## src/rtl/ex_mem_pkg.sv

```systemverilog
// Shared definitions for the EX/MEM pipeline buffer: control-bit positions,
// FIFO occupancy states and the payload record carried through the buffer.
package ex_mem_pkg;

  localparam int DATA_W_DEF = 32;
  localparam int REG_W_DEF  = 5;

  // Bit positions within the 4-bit execute-stage control word
  localparam int CTL_REG_WRITE    = 3;
  localparam int CTL_MEM_READ     = 2;
  localparam int CTL_MEM_WRITE    = 1;
  localparam int CTL_IS_CTRL_FLOW = 0;

  typedef enum logic [1:0] {
    EMPTY = 2'd0,
    ONE   = 2'd1,
    FULL  = 2'd2
  } fifo_state_t;

  typedef struct packed {
    logic [DATA_W_DEF-1:0] result;
    logic [DATA_W_DEF-1:0] store_data;
    logic [REG_W_DEF-1:0]  rd;
    logic [2:0]            ctl;
  } payload_t;

  function automatic logic [2:0] mem_ctl(input logic [3:0] ctl);
    return {ctl[CTL_REG_WRITE], ctl[CTL_MEM_READ], ctl[CTL_MEM_WRITE]};
  endfunction

endpackage

```

## src/rtl/ex_mem_buffer_skid_fifo2.sv

```systemverilog
// Generic two-entry in-order FIFO; slot0 is always the head, flush empties it.
module skid_fifo2
  import ex_mem_pkg::*;
#(
  parameter int W = 8
) (
  input  logic         clk,
  input  logic         rst_n,
  input  logic         push,
  input  logic         pop,
  input  logic         flush,
  input  logic [W-1:0] push_data,
  output logic [W-1:0] head_data,
  output logic         empty,
  output logic         full
);

  fifo_state_t  state_reg, state_next;
  logic [W-1:0] slot0_reg, slot1_reg;
  logic         do_push, do_pop;

  assign do_push   = push && (state_reg != FULL) && !flush;
  assign do_pop    = pop && (state_reg != EMPTY) && !flush;
  assign empty     = (state_reg == EMPTY);
  assign full      = (state_reg == FULL);
  assign head_data = slot0_reg;

  always_ff @(posedge clk or negedge rst_n) begin
    if (!rst_n) state_reg <= EMPTY;
    else        state_reg <= state_next;
  end

  always_comb begin
    state_next = state_reg;
    if (flush) begin
      state_next = EMPTY;
    end else begin
      case (state_reg)
        EMPTY:   if (do_push) state_next = ONE;
        ONE: begin
          if (do_push && !do_pop)      state_next = FULL;
          else if (do_pop && !do_push) state_next = EMPTY;
        end
        FULL:    if (do_pop) state_next = ONE;
        default: state_next = EMPTY;
      endcase
    end
  end

  // Storage is deliberately unreset; validity lives entirely in state_reg
  always_ff @(posedge clk) begin
    case (state_reg)
      EMPTY: if (do_push) slot0_reg <= push_data;
      ONE: begin
        if (do_push && do_pop) slot0_reg <= push_data;
        else if (do_push)      slot1_reg <= push_data;
      end
      FULL:  if (do_pop) slot0_reg <= slot1_reg;
      default: ;
    endcase
  end

endmodule

```

## src/rtl/ex_mem_buffer.sv

```systemverilog
// EX/MEM pipeline buffer: two-entry in-order queue plus a one-cycle branch
// redirect pulse for accepted control-flow instructions.
module ex_mem_buffer
  import ex_mem_pkg::*;
#(
  // Payload layout comes from ex_mem_pkg::payload_t; overrides must match it
  parameter int DATA_W = DATA_W_DEF,
  parameter int REG_W  = REG_W_DEF
) (
  input  logic              clk,
  input  logic              rst_n,
  input  logic              in_valid,
  output logic              in_ready,
  input  logic [DATA_W-1:0] in_alu_out,
  input  logic [DATA_W-1:0] in_link,
  input  logic [DATA_W-1:0] in_store_data,
  input  logic [REG_W-1:0]  in_rd,
  input  logic [3:0]        in_ctl,
  input  logic              flush,
  output logic              out_valid,
  input  logic              out_ready,
  output logic [DATA_W-1:0] out_result,
  output logic [DATA_W-1:0] out_store_data,
  output logic [REG_W-1:0]  out_rd,
  output logic [2:0]        out_ctl,
  output logic              redirect_valid,
  output logic [DATA_W-1:0] redirect_pc
);

  payload_t push_payload, head_payload;
  logic     empty, full, accept;

  always_comb begin
    push_payload.result     = in_ctl[CTL_IS_CTRL_FLOW] ? in_link : in_alu_out;
    push_payload.store_data = in_store_data;
    push_payload.rd         = in_rd;
    push_payload.ctl        = mem_ctl(in_ctl);
  end

  skid_fifo2 #(.W($bits(payload_t))) u_fifo (
    .clk       (clk),
    .rst_n     (rst_n),
    .push      (in_valid),
    .pop       (out_ready),
    .flush     (flush),
    .push_data (push_payload),
    .head_data (head_payload),
    .empty     (empty),
    .full      (full)
  );

  assign in_ready       = !full;
  assign out_valid      = !empty;
  assign accept         = in_valid && in_ready && !flush;
  assign out_result     = head_payload.result;
  assign out_store_data = head_payload.store_data;
  assign out_rd         = head_payload.rd;
  assign out_ctl        = head_payload.ctl;

  always_ff @(posedge clk or negedge rst_n) begin
    if (!rst_n) begin
      redirect_valid <= 1'b0;
      redirect_pc    <= '0;
    end else begin
      redirect_valid <= accept && in_ctl[CTL_IS_CTRL_FLOW];
      if (accept && in_ctl[CTL_IS_CTRL_FLOW]) redirect_pc <= in_alu_out;
    end
  end

endmodule

```

## config.mk

```make
export PLATFORM = sky130hd
export DESIGN_NAME = ex_mem_buffer
export DESIGN_NICKNAME = d
export VERILOG_FILES = /design/src/rtl/ex_mem_pkg.sv /design/src/rtl/ex_mem_buffer_skid_fifo2.sv /design/src/rtl/ex_mem_buffer.sv
export SDC_FILE = /design/constraint.sdc
export NUM_CORES = 1
export LEC_CHECK = 0
export CORE_ASPECT_RATIO = 0.5
export CORE_MARGIN = 2
export CORE_UTILIZATION = 47
export CTS_CLUSTER_SIZE = 12
export DETAILED_ROUTE_END_ITERATION = 8
export PLACE_DENSITY_LB_ADDON = 0.2
export SYNTH_ARGS = -nofsm -noshare
export SYNTH_HDL_FRONTEND = slang
export SYNTH_SLANG_ARGS = --single-unit
export TNS_END_PERCENT = 10
```

## constraint.sdc

```tcl
create_clock -name clk -period 6.2 [get_ports clk]
set_input_delay 0.62 -clock clk [delete_from_list [all_inputs] [get_ports clk]]
set_output_delay 0.62 -clock clk [all_outputs]
set_load 0.005 [all_outputs]
```

==> Implementation_results.wiki <==
{| class="wikitable"
! Metric !! Value
|-
| Post-route antenna net violation count || 0
|-
| H-tree depth || 4
|-
| Critical path cell sequence || nand2b_4, and2_1, ha_1, mux2i_1, o22ai_4, buf_4
|-
| Switch Pwr || 0.000632 W
|-
| Placement row count || 31
|-
| Clock tree from TritonCTS || done
|-
| DR iter-0 viols || roughly 270
|-
| Fin crit period || 3.35 ns
|-
| Final wirelength || around 14000 um
|-
| # port buffers || 216
|-
| Layout overhead on the synthesized area || 40.8%
|-
| Placed cell count || 753
|-
| Post-Place Setup Slack || about 2.7 ns
|-
| Die Y-Extent || 91.1 um
|-
| Power Internal || approximately 0.0022 W
|-
| Average cell area after synthesis || just over 20 um2
|-
| Die footprint || approximately 16000 um2
|-
| Net count reported at finish || 686
|-
| Sequential share of power || between 40% and 50%
|-
| Register area share after synthesis || 73.0%
|-
| Post-route DRC violation count || 0
|-
| Critical Path Start Type || flip-flop
|-
| Cell family with most CP delay || simple AND/OR/NAND/NOR gates
|-
| Number of ports placed on the die boundary || around 220
|-
| Post-CTS Setup Inserts || 0
|-
| Max-Cap Viols || 0
|-
| Setup slack after layout || roughly 2.8 ns
|-
| Number of search-and-repair iterations in the first detailed-routing pass || 4
|-
| Width of the chip || about 180 um
|-
| Final weighted congestion of routability-driven global placement || just under 0.8
|-
| Worst hold path class || in -> async
|-
| Initial antenna violation count || 0
|-
| Mapped Cells || around 350
|-
| Part of the total power dissipated in combinational logic || approximately an eighth
|-
| CP Class || reg -> reg
|-
| Post-DR vias/cell || approximately 4.9
|-
| Sw Ratio || between 20% and 30%
|-
| Clk pin slew, worst setup/hold paths || roughly 0.07 ns
|-
| Global routing usage on met2 || about 30%
|-
| Unrepaired setup endpoints after global routing || false
|-
| M3 GR Usage || 4.94%
|-
| Worst Max-Slew Pin Slew || approximately 1.1 ns
|-
| Power Density || about 280 nW/um2
|-
| Total power of the final layout || around 0.0029 W
|-
| Final std cells w/o fill || 785
|-
| Met1 demand-to-capacity share in global routing || roughly a quarter
|-
| Vias in the first global route || slightly above 4k
|-
| Data required time at the worst endpoint || 6.25 ns
|-
| Global-route wire length before repair || about 22000 um
|-
| Fin Clk Skew || ~0.011 ns
|-
| Via total after detailed routing || slightly below 4k
|-
| Total number of yosys warnings || 0
|-
| Share of post-route cells with drive strength above 1 || 30.0%
|-
| Type of element capturing the critical path || flip-flop
|-
| Starting utilization of the core area || around 49%
|-
| Cts bufs inserted || 17
|-
| Count of buffering cells on the critical path with inverters included || 1
|-
| Portion of synthesized cell area occupied by the leading cell type || 60.7%
|-
| Final worst-path cycle share || 54.1%
|-
| Total count of max-transition violations in the final report || 0
|-
| All-layer global routing usage || a little under a fifth
|-
| Area inside the core boundary || between 10000 and 15000 um2
|-
| Number of inserted diodes || 0
|-
| Resized cells post-CTS || 0
|-
| Area of combinational cells with multiple inputs || 1820 um2
|-
| Overflow after GRT || 0
|-
| Post-Syn Area || just over 7000 um2
|-
| Post-CTS Hold Buffers || 0
|-
| Outcome || finished clean
|-
| Maximum number of pins on one net before global-route repair || between 70 and 80
|-
| Net count of the mapped netlist || 465
|-
| Largest vdd supply drop || about 0.21 mV
|-
| Achievable frequency || just under 0.3 GHz
|-
| Half-perimeter wire length after placement || roughly 9600 um
|-
| Startpoint of the most critical setup path || u_fifo.state_reg[0]
|-
| Sequential Area || between 5000 and 6000 um2
|-
| Cell type with the largest total area after synthesis || sky130_fd_sc_hd__edfxtp_1
|-
| Leading cell types by total area after synthesis || sky130_fd_sc_hd__edfxtp_1 (61%), sky130_fd_sc_hd__mux2_2 (17%), sky130_fd_sc_hd__dfrtp_1 (12%)
|-
| Fin. Hold Viols || 0
|-
| Leakage || around 3.7 nW
|-
| TNS Setup || 0 ns
|-
| Worst rel slew slack || between 20% and 30%
|-
| Average wire per cell in the routed design || roughly 18 um
|-
| Number of sinks driven by the clock tree || roughly 180
|-
| Worst-path maximum fanout || between 70 and 80
|-
| Distinct cell type count of the synthesized netlist || 20
|-
| GRT Max-Usage Layer || met2
|-
| Total of fill cells in the finished design || a little over 1k
|-
| Worst-case clock buffer depth || 2
|-
| Share of power burned in the clock network || around 37%
|-
| Signal arrival time at the worst endpoint || approximately 3.4 ns
|-
| Setup violations, final || 0
|-
| R2R Path Start || u_fifo.state_reg[0]
|-
| Clk Latency, worst-skew pair || roughly 0.40 ns
|-
| Flip-flop and latch count after synthesis || about 180
|-
| Critical Path Slowest Stage Cell || sky130_fd_sc_hd__nand2b_4
|-
| Clock root buffer || sky130_fd_sc_hd__clkbuf_16
|-
| Critical Path Max Stage Delay || ~0.90 ns
|}
worst reg2reg max path, cell delays in order, from the launching register on:
cell and delay, ns:
sky130_fd_sc_hd__dfrtp_1 0.46, sky130_fd_sc_hd__nand2b_4 0.90, sky130_fd_sc_hd__and2_1 0.29, sky130_fd_sc_hd__ha_1 0.17
sky130_fd_sc_hd__mux2i_1 0.11, sky130_fd_sc_hd__o22ai_4 0.57, sky130_fd_sc_hd__buf_4 0.50
area by class of cell:
| type | instances | share of cell area, % |
|---|---|---|
| multi-input combinational | 155 | 18.1 |
| timing repair buffer | 218 | 21.6 |
| inverter | 3 | 0.112 |
| clock buffer | 18 | 4.28 |
| clock inverter | 14 | 1.66 |
| sequential | 179 | 51.8 |
| tap | 198 | 2.47 |
cell usage after synthesis, drive strengths merged:
master	instances
edfxtp	144
nand3b	1
mux2	136
o22a	1
buf	16
and2	1
nand3	1
o22ai	2
dfrtp	35
nor2	2
or2	1
mux2i	2
inv	3
nor2b	2
nand2b	3
ha	2
and3	1
power by group through the flow:
| stage | combinational, W | sequential (W) | clock [W] |
|---|---|---|---|
| 6_report | 0.000379 | 0.00142 | 0.00106 |
| 5_1_grt | 0.000405 | 0.00143 | 0.00114 |
| 4_1_cts | 0.000384 | 0.00143 | 0.00108 |
| 3_5_place_dp | 0.000383 | 0.00145 | 0 |
| 3_3_place_gp | 0.000375 | 0.00145 | 0 |
| 2_1_floorplan | 0.000136 | 0.00146 | 0 |
stage by stage:
stage | hold WS (ns) | util, % | cell area [um2]
3_3_place_gp | 0.492 | 64.6 | 9440
5_1_grt | 0.365 | 68.6 | 10000
6_report | 0.308 | 68.6 | 10000
3_5_place_dp | 0.492 | 64.6 | 9440
4_1_cts | 0.335 | 68.6 | 10000
2_1_floorplan | 0.324 | - | 7130
logic make-up after synthesis:
family / share of synthesized area, %
flops: 73.0
mux: 23.3
buf+inv: 1.93
simple gates: 1.16
compound gates: 0.298
fa+ha+maj: 0.351
final timing paths:
check,to,slack (ns),depth (start not counted)
max,u_fifo.head_data[27],2.85,6
min,redirect_pc[21],0.31,1
max reg2reg,u_fifo.head_data[27],2.85,6
min reg2reg,redirect_pc[28],0.51,1
max in group asynchronous,redirect_pc[29],5.34,1
min in group clk,redirect_pc[28],0.51,1
placed cells by master (no fill, tap or decap), drive strengths merged:
| master | instances |
|---|---|
| ha | 2 |
| bufinv | 1 |
| o22a | 1 |
| clkdlybuf4s50 | 214 |
| clkbuf | 18 |
| nand3 | 1 |
| and2 | 1 |
| o22ai | 2 |
| nand2b | 3 |
| nand3b | 1 |
| mux2 | 136 |
| inv | 9 |
| clkinv | 5 |
| nor2b | 2 |
| buf | 4 |
| or2 | 1 |
| and3 | 1 |
| nor2 | 2 |
| mux2i | 2 |
| dfrtp | 35 |
| edfxtp | 144 |
| clkinvlp | 2 |
metal layers:
layer  share of wire (%)  vias up
met5                   0        -
met2                  50      101
met3                 5.7        6
li1                    -     1807
met4                0.64        0
met1                  44     1941
Power figures use the tool's default switching activity.
